--- src/rtl/mul_pkg.sv ---
// Shared definitions for the EX-stage multiplier: state encoding, default sizes,
// and the ALU-control code the decoder uses to mark a MUL instruction.
package mul_pkg;

  localparam int MUL_WIDTH = 32;
  localparam int MUL_CNT_W = 6;

  localparam logic [3:0] ALU_CTRL_MUL = 4'b1000;

  typedef enum logic [1:0] {
    S_IDLE = 2'd0,
    S_BUSY = 2'd1,
    S_DONE = 2'd2
  } mul_state_e;

endpackage

--- src/rtl/mul_shift_add_core.sv ---
// Unsigned shift-add datapath: operand/accumulator registers, adder, shifter and
// iteration counter. One multiplier bit is retired per step.
module mul_shift_add_core #(
  parameter int WIDTH = 32,
  parameter int CNT_W = 6
) (
  input  logic               clk_i,
  input  logic               rst_i,
  input  logic               start_i,
  input  logic               step_i,
  input  logic [WIDTH-1:0]   mcand_i,
  input  logic [WIDTH-1:0]   mplier_i,
  output logic               last_o,
  output logic [2*WIDTH-1:0] product_o
);

  logic [WIDTH-1:0]   mcand_q,  mcand_d;
  logic [WIDTH-1:0]   mplier_q, mplier_d;
  logic [2*WIDTH-1:0] acc_q,    acc_d;
  logic [CNT_W-1:0]   cnt_q,    cnt_d;

  logic [WIDTH-1:0]   addend;
  logic [WIDTH:0]     sum;
  logic [3*WIDTH-1:0] shifted;

  // The upper-half sum keeps its carry; shifting {sum, acc_lo, mplier} right by
  // one drops the retired multiplier bit and brings the carry into acc.
  always_comb begin
    addend  = mplier_q[0] ? mcand_q : '0;
    sum     = {1'b0, acc_q[2*WIDTH-1:WIDTH]} + {1'b0, addend};
    shifted = {sum, acc_q[WIDTH-1:0], mplier_q[WIDTH-1:1]};

    mcand_d  = mcand_q;
    mplier_d = mplier_q;
    acc_d    = acc_q;
    cnt_d    = cnt_q;
    if (start_i) begin
      mcand_d  = mcand_i;
      mplier_d = mplier_i;
      acc_d    = '0;
      cnt_d    = '0;
    end else if (step_i) begin
      acc_d    = shifted[3*WIDTH-1:WIDTH];
      mplier_d = shifted[WIDTH-1:0];
      cnt_d    = cnt_q + CNT_W'(1);
    end
  end

  always_ff @(posedge clk_i) begin
    if (rst_i) begin
      mcand_q  <= '0;
      mplier_q <= '0;
      acc_q    <= '0;
      cnt_q    <= '0;
    end else begin
      mcand_q  <= mcand_d;
      mplier_q <= mplier_d;
      acc_q    <= acc_d;
      cnt_q    <= cnt_d;
    end
  end

  assign last_o    = (cnt_q == CNT_W'(WIDTH - 1));
  assign product_o = acc_q;

endmodule

--- src/rtl/ex_mul_unit.sv ---
// EX-stage multi-cycle multiplier: accepts a MUL from ID/EX, stalls the front of
// the pipeline while iterating, then presents the signed/unsigned product for one cycle.
//
// Handshake: an instruction is taken on the edge where state is IDLE, valid_i=1 and
// flush_i=0; stall_o holds IF/ID and ID/EX from that cycle through the last BUSY
// cycle, and done_o marks the single cycle in which product_o/RDaddr_o are valid.
module ex_mul_unit
  import mul_pkg::*;
#(
  parameter int WIDTH = MUL_WIDTH,
  parameter int CNT_W = MUL_CNT_W
) (
  input  logic               clk_i,
  input  logic               rst_i,
  input  logic               valid_i,
  input  logic               signed_i,
  input  logic [WIDTH-1:0]   RSdata_i,
  input  logic [WIDTH-1:0]   RTdata_i,
  input  logic [4:0]         RDaddr_i,
  input  logic               flush_i,
  output logic               stall_o,
  output logic               done_o,
  output logic [2*WIDTH-1:0] product_o,
  output logic [4:0]         RDaddr_o,
  output logic [1:0]         state_o
);

  mul_state_e         state_q;
  logic               neg_q;
  logic [4:0]         rd_q;
  logic [2*WIDTH-1:0] product_q;
  logic [4:0]         rdaddr_q;

  logic               accept;
  logic               step;
  logic               last;
  logic [WIDTH-1:0]   rs_mag;
  logic [WIDTH-1:0]   rt_mag;
  logic [2*WIDTH-1:0] core_prod;
  logic [2*WIDTH-1:0] fixed_prod;

  assign accept = (state_q == S_IDLE) && valid_i && !flush_i;
  assign step   = (state_q == S_BUSY) && !flush_i;

  // Negating the most negative value yields itself, which read as unsigned is the
  // correct magnitude, so no extra operand bit is needed.
  assign rs_mag = (signed_i && RSdata_i[WIDTH-1]) ? -RSdata_i : RSdata_i;
  assign rt_mag = (signed_i && RTdata_i[WIDTH-1]) ? -RTdata_i : RTdata_i;

  mul_shift_add_core #(
    .WIDTH (WIDTH),
    .CNT_W (CNT_W)
  ) u_core (
    .clk_i     (clk_i),
    .rst_i     (rst_i),
    .start_i   (accept),
    .step_i    (step),
    .mcand_i   (rs_mag),
    .mplier_i  (rt_mag),
    .last_o    (last),
    .product_o (core_prod)
  );

  assign fixed_prod = neg_q ? -core_prod : core_prod;

  always_ff @(posedge clk_i) begin
    if (rst_i) begin
      state_q   <= S_IDLE;
      neg_q     <= 1'b0;
      rd_q      <= '0;
      product_q <= '0;
      rdaddr_q  <= '0;
    end else begin
      case (state_q)
        S_IDLE: begin
          if (accept) begin
            neg_q   <= signed_i & (RSdata_i[WIDTH-1] ^ RTdata_i[WIDTH-1]);
            rd_q    <= RDaddr_i;
            state_q <= S_BUSY;
          end
        end
        S_BUSY: begin
          if (flush_i)   state_q <= S_IDLE;
          else if (last) state_q <= S_DONE;
        end
        S_DONE: begin
          // Keep the presented result visible until the next completion.
          product_q <= fixed_prod;
          rdaddr_q  <= rd_q;
          state_q   <= S_IDLE;
        end
        default: state_q <= S_IDLE;
      endcase
    end
  end

  assign stall_o   = accept || (state_q == S_BUSY);
  assign done_o    = (state_q == S_DONE);
  assign product_o = done_o ? fixed_prod : product_q;
  assign RDaddr_o  = done_o ? rd_q : rdaddr_q;
  assign state_o   = state_q;

endmodule

--- config.mk ---
export PLATFORM = sky130hd
export DESIGN_NAME = ex_mul_unit
export DESIGN_NICKNAME = d
export VERILOG_FILES = /design/src/rtl/mul_pkg.sv /design/src/rtl/mul_shift_add_core.sv /design/src/rtl/ex_mul_unit.sv
export SDC_FILE = /design/constraint.sdc
export NUM_CORES = 1
export LEC_CHECK = 0
export BUFFER_PORTS_ARGS = -buffer_cell sky130_fd_sc_hd__buf_2
export CAP_MARGIN = 10
export CORE_MARGIN = 2
export CORE_UTILIZATION = 43
export DETAILED_ROUTE_END_ITERATION = 16
export SYNTH_ARGS = -nofsm -noshare
export SYNTH_HDL_FRONTEND = slang
export SYNTH_SLANG_ARGS = --single-unit
--- constraint.sdc ---
create_clock -name clk_i -period 9.4 [get_ports clk_i]
set_input_delay 2.35 -clock clk_i [delete_from_list [all_inputs] [get_ports clk_i]]
set_output_delay 2.35 -clock clk_i [all_outputs]
set_load 0.01 [all_outputs]
==> flow_metrics.env, run 1 <==
export IMPL_cpPeakStageDelay_ps=610
export IMPL_cts_root_buf="clkbuf_16"
export IMPL_rsz0062_at_grt="false"
export IMPL_cp_max_fo=8
export IMPL_holdBufCountCts=0
export IMPL_hold_start="rd_q[1]$_SDFFE_PP0P_"
export IMPL_antenna_found_initial=0
export IMPL_tns_ps=0
export IMPL_grt_use_total_pct=21.4
export IMPL_slew_viol_final=0
export IMPL_cts_sinks=211
export IMPL_final_hold_viol_count=0
export IMPL_grt_pass1_vias=10100
export IMPL_synth_enable_flop_cells=0
export IMPL_power_density_nw_per_um2=153
export IMPL_synthCells=1563
export IMPL_ys_ff_latch=211
export IMPL_cpLargestDelayFamily="simple AND/OR/NAND/NOR gates"
export IMPL_ant_nets=0
export IMPL_rr_worst_depth=11
export IMPL_clockBufferDepth=3
export IMPL_drcViolationCount=0
export IMPL_fmax_mhz=155
export IMPL_post_cts_resized=0
export IMPL_syn_num_nets=1674
export IMPL_grt_pass1_wl_um=51600
export IMPL_core_um2=27600
export IMPL_start_util_pct=43.4
export IMPL_clkPwrFrac_pct=48.1
export IMPL_leakagePower_nw=5.65
export IMPL_cts_setup_buffers=0
export IMPL_clk_latency_ps=530
export IMPL_grt_overflow_total=0
export IMPL_slew_headroom_pct=21.7
export IMPL_clock_skew_final_ps=16.6
export IMPL_arrival_ps=4080
export IMPL_power_frac_comb_pct=7.7
export IMPL_reg2reg_to="u_core.product_o[60]$_SDFFE_PP0P_"
export IMPL_rows=61
export IMPL_clk_pin_slew_ps=60
export IMPL_yosysSeqAreaShare_pct=35.3
export IMPL_setup_violations=0
export IMPL_yosys_warnings=0
export IMPL_status="finished, final reports clean"
export IMPL_utilization_pct=50.0
export IMPL_final_cell_mix="310 x nand2_1, 210 x dfxtp_1, 145 x buf_2"
export IMPL_drt_iter0_markers=825
export IMPL_peakVddDrop_mv=0.127
export IMPL_wl_per_cell_um=15.4
export IMPL_ff_latch_area_um2=4230
export IMPL_routed_via_density=5.36
export IMPL_multi_input_area_um2=7360
export IMPL_crit_chain="or4_1 > or4_1 > nor4_1 > nand3_1 > or3_4 > o31ai_2 > xor2_1 > o21ai_1 > buf_2"
export IMPL_die_w_um=171
export IMPL_worstReg2RegStart="u_core.mplier_q[0]$_SDFFE_PP0P_"
export IMPL_firstDrtPassIters=7
export IMPL_io_pins=147
export IMPL_synthFlopType="dfxtp_1"
export IMPL_sw_frac_of_total_pct=24.1
export IMPL_hpwl_um=22200
export IMPL_gp_congestion=0.866
export IMPL_hold_end="rd_q[1]$_SDFFE_PP0P_"
export IMPL_whs_path_depth=2
export IMPL_cp_num_buf_inv=1
export IMPL_cts_tree="done"
export IMPL_dieArea_um2=29200
export IMPL_area_growth_pct=15.2
export IMPL_worst_path_max_delay_cell="or4_1"
export IMPL_die_h_um=171
export IMPL_routed_via_count=11000
export IMPL_totalWireLength_um=31700
export IMPL_layout_drive_gt1_share_pct=12.9
export IMPL_cp_end_kind="output pin"
export IMPL_grt_max_degree=96
export IMPL_power_frac_seq_pct=44.2
export IMPL_switching_power_mw=0.509
export IMPL_final_common_cell="nand2_1"
export IMPL_syn_area_per_cell_um2=7.66
export IMPL_critical_path_required_ps=7050
export IMPL_crit_type="reg2out"
export IMPL_start_kind="flip-flop"
export IMPL_cts_made_buffers=26
export IMPL_portBuffers=146
export IMPL_hold_path_class="reg2reg"
export IMPL_whs_ps=456
export IMPL_path_common_cell="or4_1"
export IMPL_n_fill_cell=2775
export IMPL_syn_cell_area_um2=12000
export IMPL_max_cap_violations=0
export IMPL_htreeDepth=1
export IMPL_ys_types=55
export IMPL_nets=1763
export IMPL_worstMarginPinSlew_ps=1170
export IMPL_min_period_ps=6430
export IMPL_power_internal_mw=1.60
export IMPL_async_reset_ff_share_pct=0
export IMPL_reg2reg_slack_ps=5450
export IMPL_period_share_pct=68.4
[layout make-up]
type / instances / share of cell area (%)
diodes: 1 / 0.0181
clock buffers: 38 / 5.63
clock inverters: 9 / 0.734
inverters: 18 / 0.489
multi-input cells: 1240 / 53.3
flip-flops and latches: 211 / 30.6
well taps: 378 / 3.43
repair buffers: 155 / 5.80
[Yosys cell counts (all sizes together), types with 6 or more instances]
cell    instances  share of area, %
xnor2          39               2.9
a21oi         115               4.8
or3            20               1.1
nor3           18              0.75
inv            18              0.56
nor4           11              0.57
a21o           15              0.94
clkbuf         84               2.6
a211oi         39               2.4
a31oi           7              0.37
mux2i           6              0.50
o21ai         121               5.1
dfxtp         211                35
or4            18               1.2
o41ai          18               1.5
nor2b          68               3.6
a311oi         27               2.0
o31ai          32               2.0
nand3          19              0.79
xor2          110               8.0
and2           35               1.8
nand2         312               9.8
ha             36               3.8
and3            8              0.42
buf            10              0.32
nand2b          7              0.37
nor2          115               3.6
[logic make-up (layout without fill, tap and decap cells)]
kind of cell,after synthesis,after routing,share of synthesized area (%)
AOI/OAI and AO/OA,402,402,21.0
xor gates and xnor gates,149,149,10.9
adders and majority gates,37,37,3.93
buffers and inverters,112,220,3.52
DFF,211,211,35.3
muxes,6,6,0.501
other,0,1,0
and+or+nand+nor,646,646,24.9
[how the worst max path moves through the flow]
stage                                       from       endpoint  slack (ps)  cells after the start
5_1_grt         u_core.product_o[6]$_SDFFE_PP0P_  product_o[61]        2740                      9
3_3_place_gp   u_core.product_o[31]$_SDFFE_PP0P_  product_o[53]        3500                      9
4_1_cts         u_core.product_o[6]$_SDFFE_PP0P_  product_o[56]        2950                      9
2_1_floorplan  u_core.product_o[31]$_SDFFE_PP0P_  product_o[60]        3800                      9
6_report        u_core.product_o[6]$_SDFFE_PP0P_  product_o[56]        2970                      9
3_5_place_dp   u_core.product_o[31]$_SDFFE_PP0P_  product_o[53]        3500                      9
[sequential cells by signal, indices dropped and copies added, names as in the netlist]
register          flops
u_core.product_o     64
u_core.mcand_q       32
u_core.mplier_q      32
rd_q                  5
neg_q                 1
state_o               2
u_core.cnt_q          6
product_q            64
rdaddr_q              5
[power groups by stage]
stage	logic [mW]	clock network, mW	registers, mW
2_1_floorplan	0.113	0	0.944
6_report	0.162	1.02	0.934
3_5_place_dp	0.162	0	0.953
5_1_grt	0.183	1.08	0.937
3_3_place_gp	0.160	0	0.953
4_1_cts	0.163	1.04	0.934
[per-stage QoR]
stage	std cells	power [mW]	cell area [um2]	setup slack [ps]
6_report	2050	2.11	13800	2970
4_1_cts	2049	2.14	13800	2950
3_3_place_gp	2002	1.11	12900	3500
5_1_grt	2049	2.20	13800	2740
2_1_floorplan	1563	1.06	12000	3800
3_5_place_dp	2002	1.12	12900	3500
[worst reg2reg max path: stages, from the launching register on]
cell      delay (ps)
dfxtp_1          880
and2_1           350
ha_1             290
a211oi_1         290
nor4_1           100
a31o_2           250
a21oi_1          350
o311ai_0         320
a221oi_1         540
a21o_1           200
xor2_1           140
a21oi_1           80
[layer usage]
layer | part of all wire (%) | vias up | global-route usage [%]
li1 | - | 5630 | -
met1 | 51 | 5029 | 31.5
met2 | 41 | 296 | 32.2
met3 | 6.2 | 42 | 4.00
met4 | 1.9 | 0 | 4.90
met5 | 0 | - | 0
No activity file was read; power rests on OpenSTA's default activity.
==> inputs of run 2 (changes only) <==
- ABC_AREA: unset -> 1
- clock period: 9.4 -> 6.2 ns (I/O delays scaled with it)
==> run 2 against run 1 <==
Sequential cell count unchanged. Global-route usage up 5.8 points. Clock skew is 3.6 ps higher. Via count up 45%. Setup slack worse by 1100 ps. Clock power increased by 44%. Final cell count rose by 49%. Wire length rose by 54%. Worst hold slack worse by 1.1 ps. Power increased by 65%.
==> flow_metrics.env, run 2 <==
export IMPL_status="finished, final reports clean"
export IMPL_core_um2=33400
export IMPL_leakagePower_nw=8.71
export IMPL_layout_drive_gt1_share_pct=9.64
export IMPL_max_cap_violations=0
export IMPL_grt_overflow_total=0
export IMPL_yosysSeqAreaShare_pct=28.9
export IMPL_final_cell_mix="817 x nand2_1, 295 x inv_1, 277 x nor2_1"
export IMPL_post_synth_top_count_cell="nand2_1"
export IMPL_gp_congestion=0.957
export IMPL_grt_pass1_wl_um=78100
export IMPL_synth_area_leaders="dfxtp_1 29%, nand2_1 21%, inv_1 7.6%"
export IMPL_slew_viol_final=0
export IMPL_drt_iter0_markers=1200
export IMPL_ys_ff_latch=211
export IMPL_cp_max_fo=38
export IMPL_die_h_um=188
export IMPL_nets=2698
export IMPL_async_reset_ff_share_pct=0
export IMPL_hold_end="u_core.mcand_q[31]$_SDFFE_PP0P_"
export IMPL_slew_headroom_pct=32.8
export IMPL_die_w_um=188
export IMPL_fmax_mhz=230
export IMPL_synth_compound_area_share_pct=14.3
export IMPL_holdBufCountCts=0
export IMPL_clockBufferDepth=3
export IMPL_io_pins=147
export IMPL_worstMarginPinSlew_ps=1010
export IMPL_synth_xor_area_share_pct=2.88
export IMPL_wl_per_cell_um=15.9
export IMPL_final_area_um2=16400
export IMPL_synth_mux_area_share_pct=0
export IMPL_drcViolationCount=0
export IMPL_start_util_pct=43.6
export IMPL_area_growth_pct=12.3
export IMPL_syn_area_per_cell_um2=5.86
export IMPL_setup_ws_ps=1860
export IMPL_synthAdderAreaFrac_pct=3.22
export IMPL_grt_pass1_vias=14800
export IMPL_whs_ps=455
export IMPL_grt_max_degree=87
export IMPL_synth_enable_flop_cells=0
export IMPL_totalWireLength_um=48600
export IMPL_reg2reg_to="u_core.mplier_q[15]$_SDFFE_PP0P_"
export IMPL_power_density_nw_per_um2=213
export IMPL_synthSimpleGateAreaFrac_pct=40.1
export IMPL_synth_top_family_by_area="simple AND/OR/NAND/NOR gates"
export IMPL_period_share_pct=70.1
export IMPL_portBuffers=146
export IMPL_synthTopCellsByCount="817 x nand2_1, 295 x inv_1, 277 x nor2_1"
export IMPL_cts_setup_buffers=0
export IMPL_rows=67
export IMPL_whs_path_depth=2
export IMPL_cp_end_kind="output pin"
export IMPL_cts_sinks=211
export IMPL_syn_num_nets=2603
export IMPL_arrival_ps=2790
export IMPL_n_antenna_cell=0
export IMPL_dp_cells=3008
export IMPL_synth_top_cell_area_share_pct=28.9
export IMPL_reg2reg_slack_ps=3440
export IMPL_clk_pin_slew_ps=60
export IMPL_peakVddDrop_mv=0.142
export IMPL_dpl_cell_area_um2=15600
export IMPL_routed_via_density=5.23
export IMPL_yosys_warnings=0
export IMPL_rsz0062_at_grt="false"
export IMPL_power_total_mw=3.49
export IMPL_min_period_ps=4340
export IMPL_grt_use_total_pct=27.1
export IMPL_ys_types=43
export IMPL_setup_violations=0
export IMPL_clock_skew_final_ps=20.2
export IMPL_preCtsSetupSlack_ps=2290
export IMPL_hold_path_class="reg2reg"
export IMPL_firstDrtPassIters=5
export IMPL_critical_path_required_ps=4650
export IMPL_post_cts_resized=0
export IMPL_dieArea_um2=35400
export IMPL_layout_cells_non_filler=3052
export IMPL_final_common_cell="nand2_1"
export IMPL_antenna_found_initial=0
export IMPL_cts_made_buffers=25
export IMPL_synthCells=2492
export IMPL_clk_latency_ps=540
export IMPL_worstReg2RegStart="state_o[1]$_SDFFE_PP0P_"
export IMPL_cts_tree="done"
export IMPL_utilization_pct=49.0
export IMPL_hpwl_um=37100
export IMPL_rr_worst_depth=10
export IMPL_ant_nets=0
export IMPL_final_hold_viol_count=0
export IMPL_routed_via_count=16000
export IMPL_start_kind="flip-flop"
export IMPL_synthFlopType="dfxtp_1"
export IMPL_tns_ps=0
export IMPL_syn_cell_area_um2=14600
export IMPL_htreeDepth=1
export IMPL_yosys_area_top_type="dfxtp_1"
export IMPL_hold_start="u_core.mcand_q[31]$_SDFFE_PP0P_"
export IMPL_cts_root_buf="clkbuf_16"
export IMPL_crit_type="reg2out"
[run 2: kinds of logic after synthesis]
| group | after synthesis |
|---|---|
| xor+xnor | 48 |
| simple gates | 1416 |
| flops | 211 |
| fa+ha+maj | 37 |
| buf+inv | 392 |
| compound gates | 388 |
[run 2: power by group]
part           internal (mW)  switching, mW  total [mW]  leakage, nW
registers               1.40         0.0418        1.44         1.71
logic                  0.177          0.404       0.580         6.60
clock network          0.883          0.588        1.47        0.396
[run 2: worst max-delay path by stage]
stage                  startpoint  cells past startpoint       endpoint  slack [ps]
5_1_grt        neg_q$_SDFFE_PP0P_                      8  product_o[19]        1620
6_report       neg_q$_SDFFE_PP0P_                      9  product_o[43]        1860
2_1_floorplan             flush_i                      4        stall_o        2540
4_1_cts        neg_q$_SDFFE_PP0P_                      8  product_o[19]        1810
3_3_place_gp              flush_i                      6        stall_o        2280
3_5_place_dp              flush_i                      6        stall_o        2290
[run 2: worst max-delay path, cell delays in order (launching register included)]
cell	delay, ps
dfxtp_2	870
inv_1	90
buf_4	260
a21oi_1	320
inv_1	230
nand3_1	120
nand2_1	60
nand3_1	90
nand2_1	80
buf_2	140
[run 2: cell type report]
type	instances	area (um2)
flip-flops and latches	211	4230
inverters	304	1140
fillers	3669	17100
clock inverters	8	98.8
well taps	448	561
clock buffers	36	717
multi-input cells	1889	8830
repair buffers	156	808
[run 2: metal layers]
layer | GRT usage (%) | wire length (um) | vias up
met5 | 0 | 0 | -
met2 | 44.8 | 21800 | 513
met3 | 2.50 | 2530 | 69
met1 | 37.7 | 23000 | 7247
met4 | 7.93 | 1260 | 0
li1 | - | - | 8138
==> inputs of run 3 (changes only) <==
- clock period: 6.2 -> 4.55 ns (I/O delays scaled with it)
==> run 3 against run 2 <==
Final cell count is the same. Clock power rose by 40%. Worst hold slack worse by 5.7 ps. Clock skew is 6.0 ps higher. Power up 38%. Critical path depth rose by 2. Via count grew 0.14%. Global-route usage barely moved. Sequential cell count did not move. Clock-buffer cell count did not move. Die area is the same. Setup slack got worse by 1100 ps. Critical path type unchanged.
==> flow_metrics.env, run 3 (same netlist as run 2, synthesis figures left out) <==
export IMPL_status="finished, final reports clean"
export IMPL_post_cts_resized=0
export IMPL_final_cell_mix="817 x nand2_1, 295 x inv_1, 277 x nor2_1"
export IMPL_grt_pass1_vias=14900
export IMPL_cts_root_buf="clkbuf_16"
export IMPL_hold_end="u_core.mcand_q[31]$_SDFFE_PP0P_"
export IMPL_routed_top_layer="met4"
export IMPL_preCtsSetupSlack_ps=1300
export IMPL_die_w_um=188
export IMPL_ant_nets=0
export IMPL_dpl_cell_area_um2=15600
export IMPL_fmax_mhz=262
export IMPL_clock_skew_final_ps=26.2
export IMPL_nets=2698
export IMPL_gp_congestion=0.950
export IMPL_rr_worst_depth=15
export IMPL_period_share_pct=84.0
export IMPL_start_util_pct=43.6
export IMPL_routed_via_count=16000
export IMPL_io_pins=147
export IMPL_reg2reg_slack_ps=1740
export IMPL_setup_ws_ps=728
export IMPL_routed_via_density=5.24
export IMPL_crit_type="reg2out"
export IMPL_worstReg2RegStart="u_core.mplier_q[0]$_SDFFE_PP0P_"
export IMPL_layout_drive_gt1_share_pct=9.68
export IMPL_grt_overflow_total=0
export IMPL_setup_violations=0
export IMPL_final_common_cell="nand2_1"
export IMPL_firstDrtPassIters=6
export IMPL_final_hold_viol_count=0
export IMPL_cts_tree="done"
export IMPL_hpwl_um=37200
export IMPL_final_area_um2=16400
export IMPL_clockBufferDepth=3
export IMPL_htreeDepth=1
export IMPL_critical_path_required_ps=3410
export IMPL_n_antenna_cell=0
export IMPL_wl_met1_um=22600
export IMPL_wl_met3_um=2890
export IMPL_tns_ps=0
export IMPL_path_common_cell="nand3_1"
export IMPL_drcViolationCount=0
export IMPL_min_period_ps=3820
export IMPL_holdBufCountCts=0
export IMPL_totalWireLength_um=48500
export IMPL_arrival_ps=2680
export IMPL_wl_per_cell_um=15.9
export IMPL_core_um2=33400
export IMPL_cp_max_fo=9
export IMPL_peakVddDrop_mv=0.214
export IMPL_portBuffers=146
export IMPL_cp_end_kind="output pin"
export IMPL_cts_setup_buffers=0
export IMPL_whs_ps=450
export IMPL_crit_chain="inv_1 > ha_1 > nand3_2 > nor2_2 > nand3_1 > nand2_2 > nand3_1 > nand2_1 > nand3_1 > nand2_1 > buf_2"
export IMPL_cts_made_buffers=24
export IMPL_hold_start="u_core.mcand_q[31]$_SDFFE_PP0P_"
export IMPL_whs_path_depth=2
export IMPL_reg2reg_to="u_core.product_o[53]$_SDFFE_PP0P_"
export IMPL_dieArea_um2=35400
export IMPL_slew_headroom_pct=31.7
export IMPL_max_cap_violations=0
export IMPL_cpPeakStageDelay_ps=320
export IMPL_worstMarginPinSlew_ps=1020
export IMPL_start_kind="flip-flop"
export IMPL_area_growth_pct=12.5
export IMPL_slew_viol_final=0
export IMPL_power_total_mw=4.81
export IMPL_antenna_found_initial=0
export IMPL_rows=67
export IMPL_grt_use_total_pct=27.2
export IMPL_met2WireLength_um=21400
export IMPL_hold_path_class="reg2reg"
export IMPL_grt_max_degree=81
export IMPL_drt_iter0_markers=1299
export IMPL_clk_latency_ps=530
export IMPL_worst_path_max_delay_cell="dfxtp_1"
export IMPL_leakagePower_nw=8.73
export IMPL_die_h_um=188
export IMPL_grt_pass1_wl_um=78200
export IMPL_clk_pin_slew_ps=60
export IMPL_rsz0062_at_grt="false"
export IMPL_cts_sinks=211
export IMPL_power_density_nw_per_um2=293
==> run 3: changes by cell type in the layout (fill, tap and decap cells not counted), sizes merged <==
cell and change:
clkinvlp -2, buf +1, bufinv +1
==> run 3: cell type report <==
type	count	area, um2
clock buffers	36	716
clock inverters	7	125
fillers	3670	17000
inverters	304	1140
multi-input cells	1889	8830
flip-flops and latches	211	4230
well taps	448	561
repair buffers	157	816
==> run 3: metal layers <==
metal	vias to the layer above	track usage, %
met3	86	2.68
met4	0	8.93
met1	7244	37.6
li1	8133	-
met5	-	0
met2	526	44.4
==> run 3: worst max-delay path by stage <==
stage	cells past startpoint	startpoint	slack, ps	to
2_1_floorplan	4	flush_i	1720	stall_o
3_3_place_gp	11	u_core.product_o[0]$_SDFFE_PP0P_	1290	product_o[56]
3_5_place_dp	11	u_core.product_o[0]$_SDFFE_PP0P_	1300	product_o[56]
4_1_cts	11	u_core.product_o[0]$_SDFFE_PP0P_	710	product_o[56]
5_1_grt	11	u_core.product_o[0]$_SDFFE_PP0P_	540	product_o[56]
6_report	11	u_core.product_o[0]$_SDFFE_PP0P_	730	product_o[56]
==> run 3: worst max-delay path, delay by kind of cell (launching register included) <==
| kind | cells | cell delay, ps |
|---|---|---|
| fa+ha+maj | 1 | 250 |
| buf+inv | 2 | 260 |
| flops | 1 | 320 |
| simple gates | 8 | 1310 |
==> run 3: where the power goes <==
group,switching [mW],internal [mW],total [mW]
clock,0.802,1.26,2.06
combinational,0.553,0.241,0.794
sequential,0.0565,1.90,1.96
total,1.41,3.40,4.81
==> run 3: through the flow <==
stage | utilization [%] | std cells
detailed placement | 46.6 | 3009
global route | 49.1 | 3052
CTS | 49.1 | 3052
floorplan | - | 2492
global placement | 46.6 | 3009
finish | 49.1 | 3052
